<file path="config.mk">
export PLATFORM = sky130hd
export DESIGN_NAME = microsequencer_flat
export DESIGN_NICKNAME = d
export VERILOG_FILES = /design/src/rtl/microsequencer_if.sv /design/src/rtl/microsequencer.sv /design/src/flat_wrapper.sv
export SDC_FILE = /design/constraint.sdc
export NUM_CORES = 1
export LEC_CHECK = 0
export CAP_MARGIN = 20
export CORE_UTILIZATION = 39
export CTS_CLUSTER_DIAMETER = 100
export CTS_CLUSTER_SIZE = 25
export DETAILED_ROUTE_END_ITERATION = 12
export PLACE_DENSITY = 0.74
export SYNTH_ARGS = -nofsm -noshare
export SYNTH_HDL_FRONTEND = slang
export SYNTH_SLANG_ARGS = --single-unit
</file>
<file path="constraint.sdc">
create_clock -name clk -period 1.2 [get_ports clk]
set_input_delay 0.12 -clock clk [delete_from_list [all_inputs] [get_ports clk]]
set_output_delay 0.12 -clock clk [all_outputs]
set_load 0.005 [all_outputs]
</file>
<file path="src/rtl/microsequencer_if.sv">
// Bus between the control unit (decoder, microstore, condition tester) and the
// microsequencer. The slave modport is the sequencer side; the master modport drives its inputs.
interface microsequencer_if #(
  parameter int STATE_W = 7
);
  logic [2:0]         n_sel;
  logic               inv;
  logic [STATE_W-1:0] cr;
  logic               cond;
  logic               moc;
  logic [STATE_W-1:0] dispatch_state;
  logic               dispatch_valid;
  logic [STATE_W-1:0] current_state;
  logic               waiting;
  logic               illegal_op;
  logic               timeout_err;

  modport master (
    output n_sel, inv, cr, cond, moc, dispatch_state, dispatch_valid,
    input  current_state, waiting, illegal_op, timeout_err
  );

  modport slave (
    input  n_sel, inv, cr, cond, moc, dispatch_state, dispatch_valid,
    output current_state, waiting, illegal_op, timeout_err
  );
endinterface

</file>
<file path="src/rtl/microsequencer.sv">
// Control-unit next-state engine: owns the microstore state register.
// Optional MOC wait timeout is compiled in with the MOC_TIMEOUT_EN macro.
module microsequencer #(
  parameter int          STATE_W     = 7,
  parameter int unsigned RESET_STATE = 0,
  parameter int          TIMEOUT     = 255
) (
  input logic             clk,
  input logic             reset,
  microsequencer_if.slave bus
);

  typedef enum logic [2:0] {
    SEL_DISPATCH  = 3'b000,
    SEL_INC       = 3'b001,
    SEL_JUMP      = 3'b010,
    SEL_BRANCH    = 3'b011,
    SEL_WAIT_INC  = 3'b100,
    SEL_WAIT_JUMP = 3'b101,
    SEL_CALL      = 3'b110,
    SEL_RETURN    = 3'b111
  } sel_e;

  localparam logic [STATE_W-1:0] RST_STATE = STATE_W'(RESET_STATE);

  logic [STATE_W-1:0] r_state;
  logic [STATE_W-1:0] r_ret;
  logic               r_illegal;
  logic [STATE_W-1:0] w_inc;
  logic [STATE_W-1:0] w_next;
  logic [STATE_W-1:0] w_ret_next;
  logic               w_illegal;
  logic               w_cond;
  logic               w_wait_mode;
  logic               w_waiting;
  logic               w_timeout;
  sel_e               w_sel;

  assign w_sel       = sel_e'(bus.n_sel);
  assign w_inc       = r_state + {{(STATE_W-1){1'b0}}, 1'b1};
  assign w_cond      = bus.cond ^ bus.inv;
  assign w_wait_mode = (w_sel == SEL_WAIT_INC) || (w_sel == SEL_WAIT_JUMP);
  assign w_waiting   = w_wait_mode && !bus.moc && reset;

  // Next-state selection from the microstore's sequencing field.
  always_comb begin
    w_next     = r_state;
    w_ret_next = r_ret;
    w_illegal  = 1'b0;
    case (w_sel)
      SEL_DISPATCH: begin
        if (bus.dispatch_valid) begin
          w_next = bus.dispatch_state;
        end else begin
          w_next    = RST_STATE;
          w_illegal = 1'b1;
        end
      end
      SEL_INC:  w_next = w_inc;
      SEL_JUMP: w_next = bus.cr;
      SEL_BRANCH: begin
        if (w_cond) begin
          w_next = bus.cr;
        end else begin
          w_next = w_inc;
        end
      end
      SEL_WAIT_INC: begin
        if (bus.moc) begin
          w_next = w_inc;
        end else begin
          w_next = r_state;
        end
      end
      SEL_WAIT_JUMP: begin
        if (bus.moc) begin
          w_next = bus.cr;
        end else begin
          w_next = r_state;
        end
      end
      SEL_CALL: begin
        w_ret_next = w_inc;
        w_next     = bus.cr;
      end
      SEL_RETURN: w_next = r_ret;
      default: begin
        w_next     = RST_STATE;
        w_ret_next = r_ret;
        w_illegal  = 1'b0;
      end
    endcase
  end

`ifdef MOC_TIMEOUT_EN
  logic [7:0] r_wait_cnt;
  logic       r_timeout;

  // Fires on the wait cycle that brings the counter up to TIMEOUT; a moc in
  // that cycle means we are not waiting, so the normal advance wins.
  assign w_timeout = w_waiting && ((r_wait_cnt + 8'd1) == 8'(TIMEOUT));

  // Consecutive-wait-cycle counter and registered timeout pulse.
  always_ff @(posedge clk) begin
    if (!reset) begin
      r_wait_cnt <= 8'd0;
      r_timeout  <= 1'b0;
    end else begin
      r_timeout <= w_timeout;
      if (w_waiting && !w_timeout) begin
        r_wait_cnt <= r_wait_cnt + 8'd1;
      end else begin
        r_wait_cnt <= 8'd0;
      end
    end
  end

  assign bus.timeout_err = r_timeout;
`else
  assign w_timeout       = 1'b0;
  assign bus.timeout_err = 1'b0;
`endif

  // State, return-address and illegal-dispatch registers.
  always_ff @(posedge clk) begin
    if (!reset) begin
      r_state   <= RST_STATE;
      r_ret     <= {STATE_W{1'b0}};
      r_illegal <= 1'b0;
    end else begin
      r_state   <= w_timeout ? RST_STATE : w_next;
      r_ret     <= w_ret_next;
      r_illegal <= w_illegal;
    end
  end

  assign bus.current_state = r_state;
  assign bus.waiting       = w_waiting;
  assign bus.illegal_op    = r_illegal;

endmodule
</file>
<file path="src/flat_wrapper.sv">
// flat-port wrapper written by rule: the top's interface ports become plain ports
module microsequencer_flat 
#(
  parameter int          STATE_W     = 7,
  parameter int unsigned RESET_STATE = 0,
  parameter int          TIMEOUT     = 255
)
  (clk, reset, bus_n_sel, bus_inv, bus_cr, bus_cond, bus_moc, bus_dispatch_state, bus_dispatch_valid, bus_current_state, bus_waiting, bus_illegal_op, bus_timeout_err);
  microsequencer_if #(.STATE_W(STATE_W)) bus_i ();
  input logic clk;
  input logic reset;
  input wire logic [$bits(bus_i.n_sel)-1:0] bus_n_sel;
  input wire logic [$bits(bus_i.inv)-1:0] bus_inv;
  input wire logic [$bits(bus_i.cr)-1:0] bus_cr;
  input wire logic [$bits(bus_i.cond)-1:0] bus_cond;
  input wire logic [$bits(bus_i.moc)-1:0] bus_moc;
  input wire logic [$bits(bus_i.dispatch_state)-1:0] bus_dispatch_state;
  input wire logic [$bits(bus_i.dispatch_valid)-1:0] bus_dispatch_valid;
  output wire logic [$bits(bus_i.current_state)-1:0] bus_current_state;
  output wire logic [$bits(bus_i.waiting)-1:0] bus_waiting;
  output wire logic [$bits(bus_i.illegal_op)-1:0] bus_illegal_op;
  output wire logic [$bits(bus_i.timeout_err)-1:0] bus_timeout_err;
  assign bus_i.n_sel = bus_n_sel;
  assign bus_i.inv = bus_inv;
  assign bus_i.cr = bus_cr;
  assign bus_i.cond = bus_cond;
  assign bus_i.moc = bus_moc;
  assign bus_i.dispatch_state = bus_dispatch_state;
  assign bus_i.dispatch_valid = bus_dispatch_valid;
  assign bus_current_state = bus_i.current_state;
  assign bus_waiting = bus_i.waiting;
  assign bus_illegal_op = bus_i.illegal_op;
  assign bus_timeout_err = bus_i.timeout_err;
  microsequencer #(.STATE_W(STATE_W), .RESET_STATE(RESET_STATE), .TIMEOUT(TIMEOUT)) u_core (.clk(clk), .reset(reset), .bus(bus_i));
endmodule
</file>
==> results_dict.tcl <==
set metrics [dict create \
    fin_ws_ns -0.07744 \
    cts_root_buffer "clkbuf_4" \
    path_max_fanout 3 \
    wire_per_inst_um 16.31 \
    post-route-period-util_pct 106.5 \
    antenna_found_initial 0 \
    fin_crit_ns 1.277 \
    cts.sinks 15 \
    slew_viol_final 0 \
    layout-drive-gt1-share_pct 38.96 \
    grt-ovfl-total 0 \
    cts.clk_slew.worst_paths_ns 0.09 \
    die_w_um 50.16 \
    wl_mm 2.969 \
    ir_drop_uv 699.8 \
    layout_commonest_cell "buf_4" \
    setup_violations 6 \
    dpl_cell_area_um2 1354 \
    synthAdderAreaFrac_pct 1.383 \
    syn_area_um2 904.6 \
    fmax_mhz 782.8 \
    p_per_area_nw_per_um2 854.1 \
    cts_tree "built" \
    ioPinCount 33 \
    hold_class "in2reg" \
    arrival_ns 1.46 \
    drc 0 \
    synth_seq_cells 15 \
    status "finished with violations" \
    dr.first_iter.drc_count 31 \
    hold_viol_final 0 \
    hpwl_mm 1.840 \
    p_leak_uw 0.0006508 \
    violations "negative setup slack" \
    n_fill_cell 170 \
    first_global_vias 1056 \
    area_delta_synth_final_pct 71.65 \
    htreeDepth 1 \
    ctsHoldBuffers 0 \
    design_area_um2 1553 \
    syn_inst 99 \
    gp_congestion 0.7887 \
    avgSynthCellArea_um2 9.138 \
    synth_fp_nets 123 \
    io_buffer_count 31 \
    die_area_um2 2516 \
    core_area_um2 2191 \
    drt-pass1-iter-count 4 \
    fin_nets 179 \
    final_util_pct 70.87 \
    yosys.area_share.xor_xnor_pct 4.841 \
    num_antenna_cells 0 \
    worstSetupEndpointType "register" \
    muxShareOfSynthArea_pct 3.320 \
    final_cell_mix "23 x buf_4, 15 x clkdlybuf4s50_1, 12 x dlygate4sd2_1" \
    synth-compound-area-share_pct 27.11 \
    crit_type "reg2reg" \
    cts_made_buffers 3 \
    fin_setup_tns_ns -0.2265 \
    post_drt_via_cell_ratio 5.681 \
    grt_first_pass_wirelength_mm 4.788 \
    rows 17 \
    seq_area_frac_synth_pct 33.20 \
    grt_setup_unrepaired "true" \
    cts_buffer_depth 2 \
    critPathRequiredTime_ns 1.39 \
    synth_cell_type_count 32 \
    start_kind "register" \
    grt_usage_pct 26.18 \
    yosys_warnings 0 \
    insertion_delay_ns 0.29 \
    place_ws_ns -0.7381 \
    die_y_um 50.16 \
    skew_ns 0.001050 \
    ant_nets 0 \
    start_util_pct 41.29 \
    num_vias 1034 \
    synthSimpleGateAreaFrac_pct 23.93 \
    grt_max_degree 15 \
    drv_cap 0 \
    synth_top_family_by_area "compound AO/OA/AOI/OAI gates" \
]
-- flip-flops by register name, indices dropped and copies added, names as in the netlist --
register,flops
u_core.r_ret,7
u_core.bus.current_state,7
u_core.bus.illegal_op,1
-- Yosys cell counts --
cell type   n  area, µm²
ha_1        1      12.51
nor4b_4     1      23.77
nor4_1      3      18.77
nor2_2      1      6.260
o21a_1      2      15.01
nand2b_1    3      18.77
or3_1       1      6.260
a221oi_1    5      43.79
and3_4      1      11.26
dfxtp_1    15      300.3
a221o_1     4      40.04
o22ai_2     1      12.51
buf_4       3      22.52
nor2b_1     4      25.02
buf_6       2      22.52
clkbuf_1    1      3.750
o21ai_0    11      55.05
xor2_1      2      17.52
inv_1       1      3.750
a311o_4     1      20.02
conb_1      1      3.750
nor2_1      7      26.28
a221oi_2    2      30.03
nor3_1      4      20.02
mux2i_1     3      30.03
nand3_1     2      10.01
and3b_1     1      8.760
nand2_1     7      26.28
xnor2_1     3      26.28
a31oi_1     3      18.77
nor3b_1     2      15.01
o211a_1     1      10.01
-- cell type report --
type,instances,area (µm²),share of cell area (%)
repair buffers,57,500.5,32.23
clock inverters,1,5.005,0.3223
well taps,28,35.03,2.256
clock buffers,3,22.52,1.450
flip-flops and latches,15,311.5,20.06
multi-input cells,77,674.4,43.43
inverters,1,3.754,0.2417
-- through the flow --
| stage | hold slack (ns) | total power, µW | instances |
|---|---|---|---|
| 6_report | 0.2366 | 1326 | 182 |
| 3_3_place_gp | 0.4888 | 947.8 | 168 |
| 2_1_floorplan | 0.1978 | 764.4 | 99 |
| 4_1_cts | 0.2232 | 1307 | 182 |
| 5_1_grt | 0.2429 | 1382 | 182 |
| 3_5_place_dp | 0.5041 | 956.4 | 168 |
-- final timing paths --
path	start	endpoint	slack [ns]	cells past startpoint
hold / removal	bus_dispatch_valid	u_core.bus.illegal_op	0.24	3
hold reg to reg	u_core.r_ret[5]	u_core.r_ret[5]	0.53	2
setup / recovery	u_core.bus.current_state[0]	u_core.r_ret[6]	-0.08	6
setup reg to reg	u_core.bus.current_state[0]	u_core.r_ret[6]	-0.08	6
-- layer usage --
layer | global-route usage [%] | vias up | share of wire [%]
met5 | 0 | - | 0
met4 | 14.76 | 0 | 2.8
met3 | 5.455 | 11 | 5.8
met2 | 44.00 | 47 | 52
met1 | 30.52 | 490 | 40
li1 | - | 486 | -
-- power breakdown --
group          total [µW]  internal (µW)  switching, µW
Clock                 300            124            176
Sequential            556            534           22.2
Combinational         470            259            211
Total                1330            917            409
-- cell families (layout without fill, tap and decap cells) --
kind of cell               Yosys count  after routing
AOI/OAI and AO/OA                   30             30
xor gates and xnor gates             5              5
adders and majority gates            1              1
buffers and inverters                7             62
DFF                                 15             15
muxes                                3              3
other                                1              1
and+or+nand+nor                     37             37
-- what timing repair did --
item / 4_1_cts / 5_1_grt
pin swaps: 14 / 10
resized for setup: 40 / 7
setup endpoints to repair: 23 / 12
buffers inserted: 11 / 0
-- critical path, cell delays in order, from the launching register on --
cell and delay, ns:
dfxtp_2 0.35, buf_6 0.11, ha_4 0.14, nand3_4 0.08
o21a_1 0.21, nor4_2 0.21, nor2_1 0.08
Power figures use the tool's default switching activity.
